--- config.mk ---
export PLATFORM = sky130hd
export DESIGN_NAME = uart_tx_byte
export DESIGN_NICKNAME = d
export VERILOG_FILES = /design/src/rtl/uart_tx_byte.sv
export SDC_FILE = /design/constraint.sdc
export NUM_CORES = 1
export LEC_CHECK = 0
export CAP_MARGIN = 20
export CORE_MARGIN = 5
export CORE_UTILIZATION = 40
export CTS_CLUSTER_DIAMETER = 80
export CTS_CLUSTER_SIZE = 10
export DETAILED_ROUTE_END_ITERATION = 10
export PLACE_DENSITY = 0.7
export SKIP_CTS_REPAIR_TIMING = 1
export SLEW_MARGIN = 5
export SYNTH_ARGS = -nofsm -noshare
export SYNTH_HDL_FRONTEND = slang
export SYNTH_SLANG_ARGS = --single-unit
--- constraint.sdc ---
create_clock -name clk -period 2.17 [get_ports clk]
set_input_delay 0.434 -clock clk [delete_from_list [all_inputs] [get_ports clk]]
set_output_delay 0.434 -clock clk [all_outputs]
set_load 0.005 [all_outputs]
--- src/rtl/uart_tx_byte.sv ---
// uart_tx_byte: async serial transmitter for one byte per request.
// Frame on the wire: start(0), 8 data bits LSB first, optional parity, stop(1).
// Every bit is held for exactly CLKS_PER_BIT clocks by an internal baud counter.
//
// Handshake: TX_START is a level request that is only looked at while the
// transmitter is idle; the accepting clock edge latches TX_DATO, and TX_BUSY
// rises on the following cycle. TX_DONE pulses for one cycle (the first idle
// cycle) when the stop bit completes, and TX_BUSY falls in that same cycle, so
// a request held during the TX_DONE cycle starts the next frame on the next edge.
module uart_tx_byte #(
  parameter int unsigned CLKS_PER_BIT = 868,
  parameter int unsigned PARITY       = 0
) (
  input  logic       clk,
  input  logic       reset,
  input  logic       TX_START,
  input  logic [7:0] TX_DATO,
  output logic       TX,
  output logic       TX_BUSY,
  output logic       TX_DONE
);

  localparam int unsigned CNT_W = (CLKS_PER_BIT > 1) ? $clog2(CLKS_PER_BIT) : 1;
  localparam logic [CNT_W-1:0] CNT_LAST = CNT_W'(CLKS_PER_BIT - 1);
  // PARITY 1 = even, 2 = odd; anything else (including 3) means no parity bit.
  localparam bit PAR_EN  = (PARITY == 1) || (PARITY == 2);
  localparam bit PAR_ODD = (PARITY == 2);

  typedef enum logic [2:0] {
    S_IDLE  = 3'd0,
    S_START = 3'd1,
    S_DATA  = 3'd2,
    S_PAR   = 3'd3,
    S_STOP  = 3'd4
  } state_t;

  state_t           state_q;
  logic [CNT_W-1:0] cnt_q;
  logic [2:0]       idx_q;
  logic [7:0]       shift_q;
  logic             par_q;
  logic             tx_q;
  logic             busy_q;
  logic             done_q;
  logic             bit_end;

  // Last clock of the current bit period; the counter wraps here.
  always_comb begin
    bit_end = (cnt_q == CNT_LAST);
  end

  // Frame sequencer: the line level for the next bit is registered at the
  // bit boundary so TX never depends combinationally on any input.
  always_ff @(posedge clk or posedge reset) begin
    if (reset) begin
      state_q <= S_IDLE;
      cnt_q   <= '0;
      idx_q   <= '0;
      shift_q <= '0;
      par_q   <= 1'b0;
      tx_q    <= 1'b1;
      busy_q  <= 1'b0;
      done_q  <= 1'b0;
    end else begin
      done_q <= 1'b0;
      case (state_q)
        S_IDLE: begin
          if (TX_START) begin
            shift_q <= TX_DATO;
            par_q   <= (^TX_DATO) ^ PAR_ODD;
            cnt_q   <= '0;
            idx_q   <= '0;
            tx_q    <= 1'b0;
            busy_q  <= 1'b1;
            state_q <= S_START;
          end
        end
        S_START: begin
          if (bit_end) begin
            cnt_q   <= '0;
            idx_q   <= '0;
            tx_q    <= shift_q[0];
            state_q <= S_DATA;
          end else begin
            cnt_q <= cnt_q + CNT_W'(1);
          end
        end
        S_DATA: begin
          if (bit_end) begin
            cnt_q   <= '0;
            shift_q <= {1'b0, shift_q[7:1]};
            if (idx_q == 3'd7) begin
              if (PAR_EN) begin
                tx_q    <= par_q;
                state_q <= S_PAR;
              end else begin
                tx_q    <= 1'b1;
                state_q <= S_STOP;
              end
            end else begin
              tx_q  <= shift_q[1];
              idx_q <= idx_q + 3'd1;
            end
          end else begin
            cnt_q <= cnt_q + CNT_W'(1);
          end
        end
        S_PAR: begin
          if (bit_end) begin
            cnt_q   <= '0;
            tx_q    <= 1'b1;
            state_q <= S_STOP;
          end else begin
            cnt_q <= cnt_q + CNT_W'(1);
          end
        end
        S_STOP: begin
          if (bit_end) begin
            cnt_q   <= '0;
            busy_q  <= 1'b0;
            done_q  <= 1'b1;
            state_q <= S_IDLE;
          end else begin
            cnt_q <= cnt_q + CNT_W'(1);
          end
        end
        default: begin
          tx_q    <= 1'b1;
          busy_q  <= 1'b0;
          state_q <= S_IDLE;
        end
      endcase
    end
  end

  assign TX      = tx_q;
  assign TX_BUSY = busy_q;
  assign TX_DONE = done_q;

endmodule

==> results of run 1 <==
## cell usage after synthesis, drive strengths merged (2+ instances only)
cell type,n
dfrtp,26
a21oi,17
nand2,11
nor2,11
o21ai,9
o22ai,8
nor4,6
xnor2,6
clkbuf,5
inv,5
nand3,5
a22o,3
buf,3
ha,3
nand4,3
nor3,3
nor3b,3
a221oi,2
a22oi,2
a31oi,2
and3,2
mux2,2
## how the worst max path moves through the flow
stage	startpoint	to	slack [ps]	depth (start not counted)
6_report	cnt_q[0]	idx_q[0]	260	5
5_1_grt	state_q[1]	cnt_q[6]	80	4
4_1_cts	cnt_q[0]	idx_q[0]	280	5
3_5_place_dp	TX_START	cnt_q[4]	170	5
3_3_place_gp	TX_START	cnt_q[4]	260	5
2_1_floorplan	cnt_q[0]	idx_q[0]	520	6
## placed cells by master (no fill, tap or decap), types with 2 or more instances in the layout
cell and instances:
dfrtp_1 26, a21oi_1 17, clkdlybuf4s50_1 13, nand2_1 11, nor2_1 11, o21ai_0 8, o22ai_1 8, xnor2_1 6
nor4_1 5, inv_1 5, nand3_1 4, buf_4 4, nand4_1 3, nor3b_1 3, a22o_1 3, ha_1 3
clkbuf_4 3, nor3_1 2, a22oi_1 2, and3_1 2, mux2_2 2, a31oi_1 2, a221oi_1 2
## kinds of logic after synthesis
family	Yosys count
muxes	2
DFF	27
and+or+nand+nor	47
buffers and inverters	13
adders and majority gates	3
xor gates and xnor gates	6
AOI/OAI and AO/OA	52
## power by group
part           internal, uW  switching (uW)
combinational           153             151
sequential              611             125
clock                  70.8             162
total                   834             438
## registers in the layout (all words and copies together), names as in the netlist
signal   cells
cnt_q       10
shift_q      8
idx_q        3
state_q      3
TX           1
TX_BUSY      1
TX_DONE      1
## worst max-delay path, stage by stage (launching register included)
cell and delay [ps]:
dfrtp_1 430, ha_1 250, and4b_1 300, and3_1 350, o2111ai_2 200, mux2_2 290
## stage by stage
stage | hold WS (ps) | cells | power, uW
after detailed placement | 512.4 | 205 | 1047
after global routing | 422.9 | 209 | 1353
final | 373.1 | 209 | 1272
after CTS | 381.2 | 209 | 1281
after floorplan | 477.1 | 150 | 946.7
after global placement | 494.7 | 205 | 1025
## final cells by class
type / count / area [um2] / area share
Multi-Input combinational cell: 110 / 721.9 / 0.4335
Sequential cell: 27 / 676.9 / 0.4065
Timing Repair Buffer: 17 / 160.2 / 0.09617
Tap cell: 46 / 57.56 / 0.03456
Clock buffer: 3 / 22.52 / 0.01352
Inverter: 5 / 18.77 / 0.01127
Clock inverter: 1 / 7.507 / 0.004508
## metal layers
layer,up-vias,track usage
met5,-,0
met4,0,0.04255
met3,12,0.03874
met2,44,0.2277
met1,564,0.1764
li1,593,-
==> impl_metrics.json, run 1 <==
{
  "outcome": "completed",
  "avgViaCountPerCell": 5.804,
  "async_reset_ff_frac": 1.000,
  "cts_tree": "built",
  "hold_viol": 0,
  "ios": 14,
  "post_drt_wl_per_cell_um": 14.96,
  "grt_max_degree": 17,
  "place_congestion": 0.8954,
  "finish.instance_area_um2": 1665,
  "drt-pass1-iter-count": 4,
  "syn_to_final_growth_pct": 14.64,
  "fin_ws_ps": 260.7,
  "grt.overflow.total": 0,
  "worstPathArrival_ps": 2150,
  "routed_wl_mm": 3.127,
  "top_layer": "met4",
  "synth_seq_area_share": 0.4660,
  "reg2reg_from": "cnt_q[0]",
  "synth-compound-area-share": 0.2334,
  "worstSetupStartpointType": "register",
  "p_leak_uw": 0.0006785,
  "tightest_slew_ps": 678.8,
  "hpwl_mm": 2.238,
  "period_minus_slack_ps": 1909,
  "critPathKind": "reg2reg",
  "tns_ps": 0,
  "cp_data_required_time_ps": 2420,
  "maxSlewViolCount": 0,
  "drc": 0,
  "rr_worst_depth": 5,
  "yosys.area.top_type": "dfrtp_1",
  "clk_pin_slew_ps": 150,
  "final_nets": 178,
  "drt-initial-drc-count": 66,
  "antenna_found_initial": 0,
  "syn_area_um2": 1453,
  "ant_nets": 0,
  "ys_seq_elements": 27,
  "chipHeight_um": 70.26,
  "numCtsBuffers": 3,
  "hold_path_class": "in2async",
  "cts-root-buf": "clkbuf_4",
  "clk_latency_ps": 340,
  "grt_pass1_wl_mm": 5.671,
  "n_antenna_cell": 0,
  "synth_top_family_by_area": "compound AO/OA/AOI/OAI gates",
  "initial_core_util": 0.4253,
  "grt_usage": 0.1387,
  "core_um2": 3416,
  "crit_fanout": 7,
  "fin_crit_sh": 0.8799,
  "synth.avg_cell_area_um2": 9.684,
  "wl_met2_mm": 1.508,
  "synth_xor_xnor_area_share": 0.03618,
  "wl_met1_mm": 1.384,
  "setup_violations": 0,
  "numPortBuffers": 13,
  "wl_met3_um": 178,
  "htreeDepth": 1,
  "fillers": 342,
  "cts.sinks": 27,
  "max_slew_margin": 0.5437,
  "synthAdderAreaFrac": 0.02584,
  "yosysWarnings": 0,
  "cp-end-kind": "register",
  "yosys.area_share.simple": 0.1860,
  "final_core_util": 0.4875,
  "skew_ps": 3.626,
  "place_area_um2": 1635,
  "max_freq_mhz": 523.8,
  "place_ws_ps": 173.4,
  "rsz0062_at_grt": "false",
  "synthCells": 150,
  "synth_top_area_share": 0.4479,
  "cts_buffer_depth": 2,
  "yosys.cell_types.count": 41,
  "yosys-top-cells-area": "dfrtp_1 (45%), a21oi_1 (5.9%), xnor2_1 (3.6%)",
  "vias": 1213,
  "dieArea_um2": 4936,
  "cap_violations": 0,
  "peakVddDrop_v": 0.0004310,
  "rows": 21,
  "synth_fp_nets": 164,
  "drive_gt1_frac": 0.1043,
  "die_w_um": 70.26,
  "muxShareOfSynthArea": 0.01550,
  "grt_pass1_vias": 1250,
  "reg2reg_setup_slack_ps": 260,
  "synth_edf_count": 0,
  "cellPowerDensity_nw_per_um2": 763.7,
  "r2r_end": "idx_q[0]",
  "synthFlopType": "dfrtp_1"
}
Power figures use the tool's default switching activity.
==> run 2: changes to the inputs <==
==> constraint.sdc (replaced) <==
create_clock -name clk -period 2.17 [get_ports clk]
set_input_delay 0.3255 -clock clk [delete_from_list [all_inputs] [get_ports clk]]
set_output_delay 0.3255 -clock clk [all_outputs]
set_load 0.005 [all_outputs]
==> impl_metrics.json, run 2 (synthesis results as in run 1) <==
{
  "period_minus_slack_ps": 1916,
  "initial_core_util": 0.4253,
  "hold_viol": 0,
  "syn_to_final_growth_pct": 15.16,
  "setup_violations": 0,
  "worstPathArrival_ps": 2150,
  "place_area_um2": 1643,
  "cp-end-kind": "register",
  "antenna_found_initial": 0,
  "finalPower_uw": 1259,
  "fin_crit_sh": 0.8831,
  "htreeDepth": 1,
  "ant_nets": 0,
  "outcome": "completed",
  "routed_wl_mm": 3.090,
  "numCtsBuffers": 3,
  "drt-initial-drc-count": 90,
  "skew_ps": 3.996,
  "avgViaCountPerCell": 5.662,
  "grt_pass1_wl_mm": 5.354,
  "hold_path_class": "in2async",
  "place_congestion": 0.8686,
  "core_um2": 3416,
  "worstSetupStartpointType": "register",
  "grt.overflow.total": 0,
  "final_cell_mix": "dfrtp_1 (26), a21oi_1 (17), clkdlybuf4s50_1 (13)",
  "fin_ws_ps": 253.6,
  "max_slew_margin": 0.5515,
  "drt-pass1-iter-count": 4,
  "post_drt_wl_per_cell_um": 14.71,
  "final_nets": 179,
  "largest_register_ffs": 10,
  "busiest_layer": "met2",
  "p_leak_uw": 0.0006826,
  "critPathKind": "reg2reg",
  "clk_latency_ps": 330,
  "grtUsageMet1": 0.1833,
  "max_freq_mhz": 521.8,
  "drive_gt1_frac": 0.1098,
  "cellPowerDensity_nw_per_um2": 752.6,
  "largest_registers": "cnt_q x10, shift_q x8",
  "hpwl_mm": 2.208,
  "whs_ps": 223.8,
  "cts_tree": "built",
  "crit_fanout": 7,
  "grt_use_met3": 0.03443,
  "regMostFlops": "cnt_q",
  "place_ws_ps": 282.3,
  "rows": 21,
  "chipHeight_um": 70.26,
  "met2_usage": 0.1975,
  "layout_commonest_cell": "dfrtp_1",
  "n_antenna_cell": 0,
  "grt_max_degree": 20,
  "cp_data_required_time_ps": 2410,
  "tns_ps": 0,
  "cap_violations": 0,
  "cts.sinks": 27,
  "maxSlewViolCount": 0,
  "tightest_slew_ps": 667.2,
  "multi_input_area_um2": 721.9,
  "ios": 14,
  "vias": 1189,
  "clk_pin_slew_ps": 150,
  "fillers": 333,
  "rsz0062_at_grt": "false",
  "ff_latch_area_um2": 676.9,
  "numPortBuffers": 13,
  "finish.instance_area_um2": 1673,
  "die_w_um": 70.26,
  "cts_buffer_depth": 2,
  "grt_pass1_vias": 1153,
  "dieArea_um2": 4936,
  "peakVddDrop_v": 0.0004268,
  "cts-root-buf": "clkbuf_4",
  "drc": 0,
  "rr_worst_depth": 5,
  "grt_usage": 0.1294
}
run 2: cell count changes in the layout (fill, tap and decap cells not counted):
cell	previous run	this run
buf_4	4	5
run 2: layer usage:
layer,routed length [um],up-vias
met5,0,-
li1,-,592
met4,17,0
met2,1485,29
met3,110,2
met1,1476,566
run 2: final timing paths:
| path | from | slack (ps) | endpoint |
|---|---|---|---|
| worst max-delay path | cnt_q[0] | 250 | idx_q[0] |
| worst min-delay path | reset | 220 | shift_q[2] |
| worst max register to register | cnt_q[0] | 250 | idx_q[0] |
| worst min register to register | idx_q[1] | 540 | idx_q[1] |
| max in group asynchronous | reset | 1380 | cnt_q[6] |
| min in group clk | idx_q[1] | 540 | idx_q[1] |
run 2: final cells by class:
class,count,share of cell area
Clock buffer,3,0.01346
Timing Repair Buffer,18,0.1002
Inverter,5,0.01122
Tap cell,46,0.03441
Clock inverter,1,0.004488
Sequential cell,27,0.4046
Multi-Input combinational cell,110,0.4316
run 2: through the flow:
stage          instances    util
6_report             210  0.4897
5_1_grt              210  0.4897
4_1_cts              210  0.4897
3_5_place_dp         206  0.4810
3_3_place_gp         206  0.4810
2_1_floorplan        150       -
run 2: report_power, final:
group          internal [uW]  switching [uW]
Sequential               611             123
Combinational            153             146
Clock                   70.5             157
run 2: worst max-delay path: stages (launching register included):
cell and delay, ps:
dfrtp_1 430, ha_1 250, and4b_1 310, and3_1 350, o2111ai_2 190, mux2_2 300
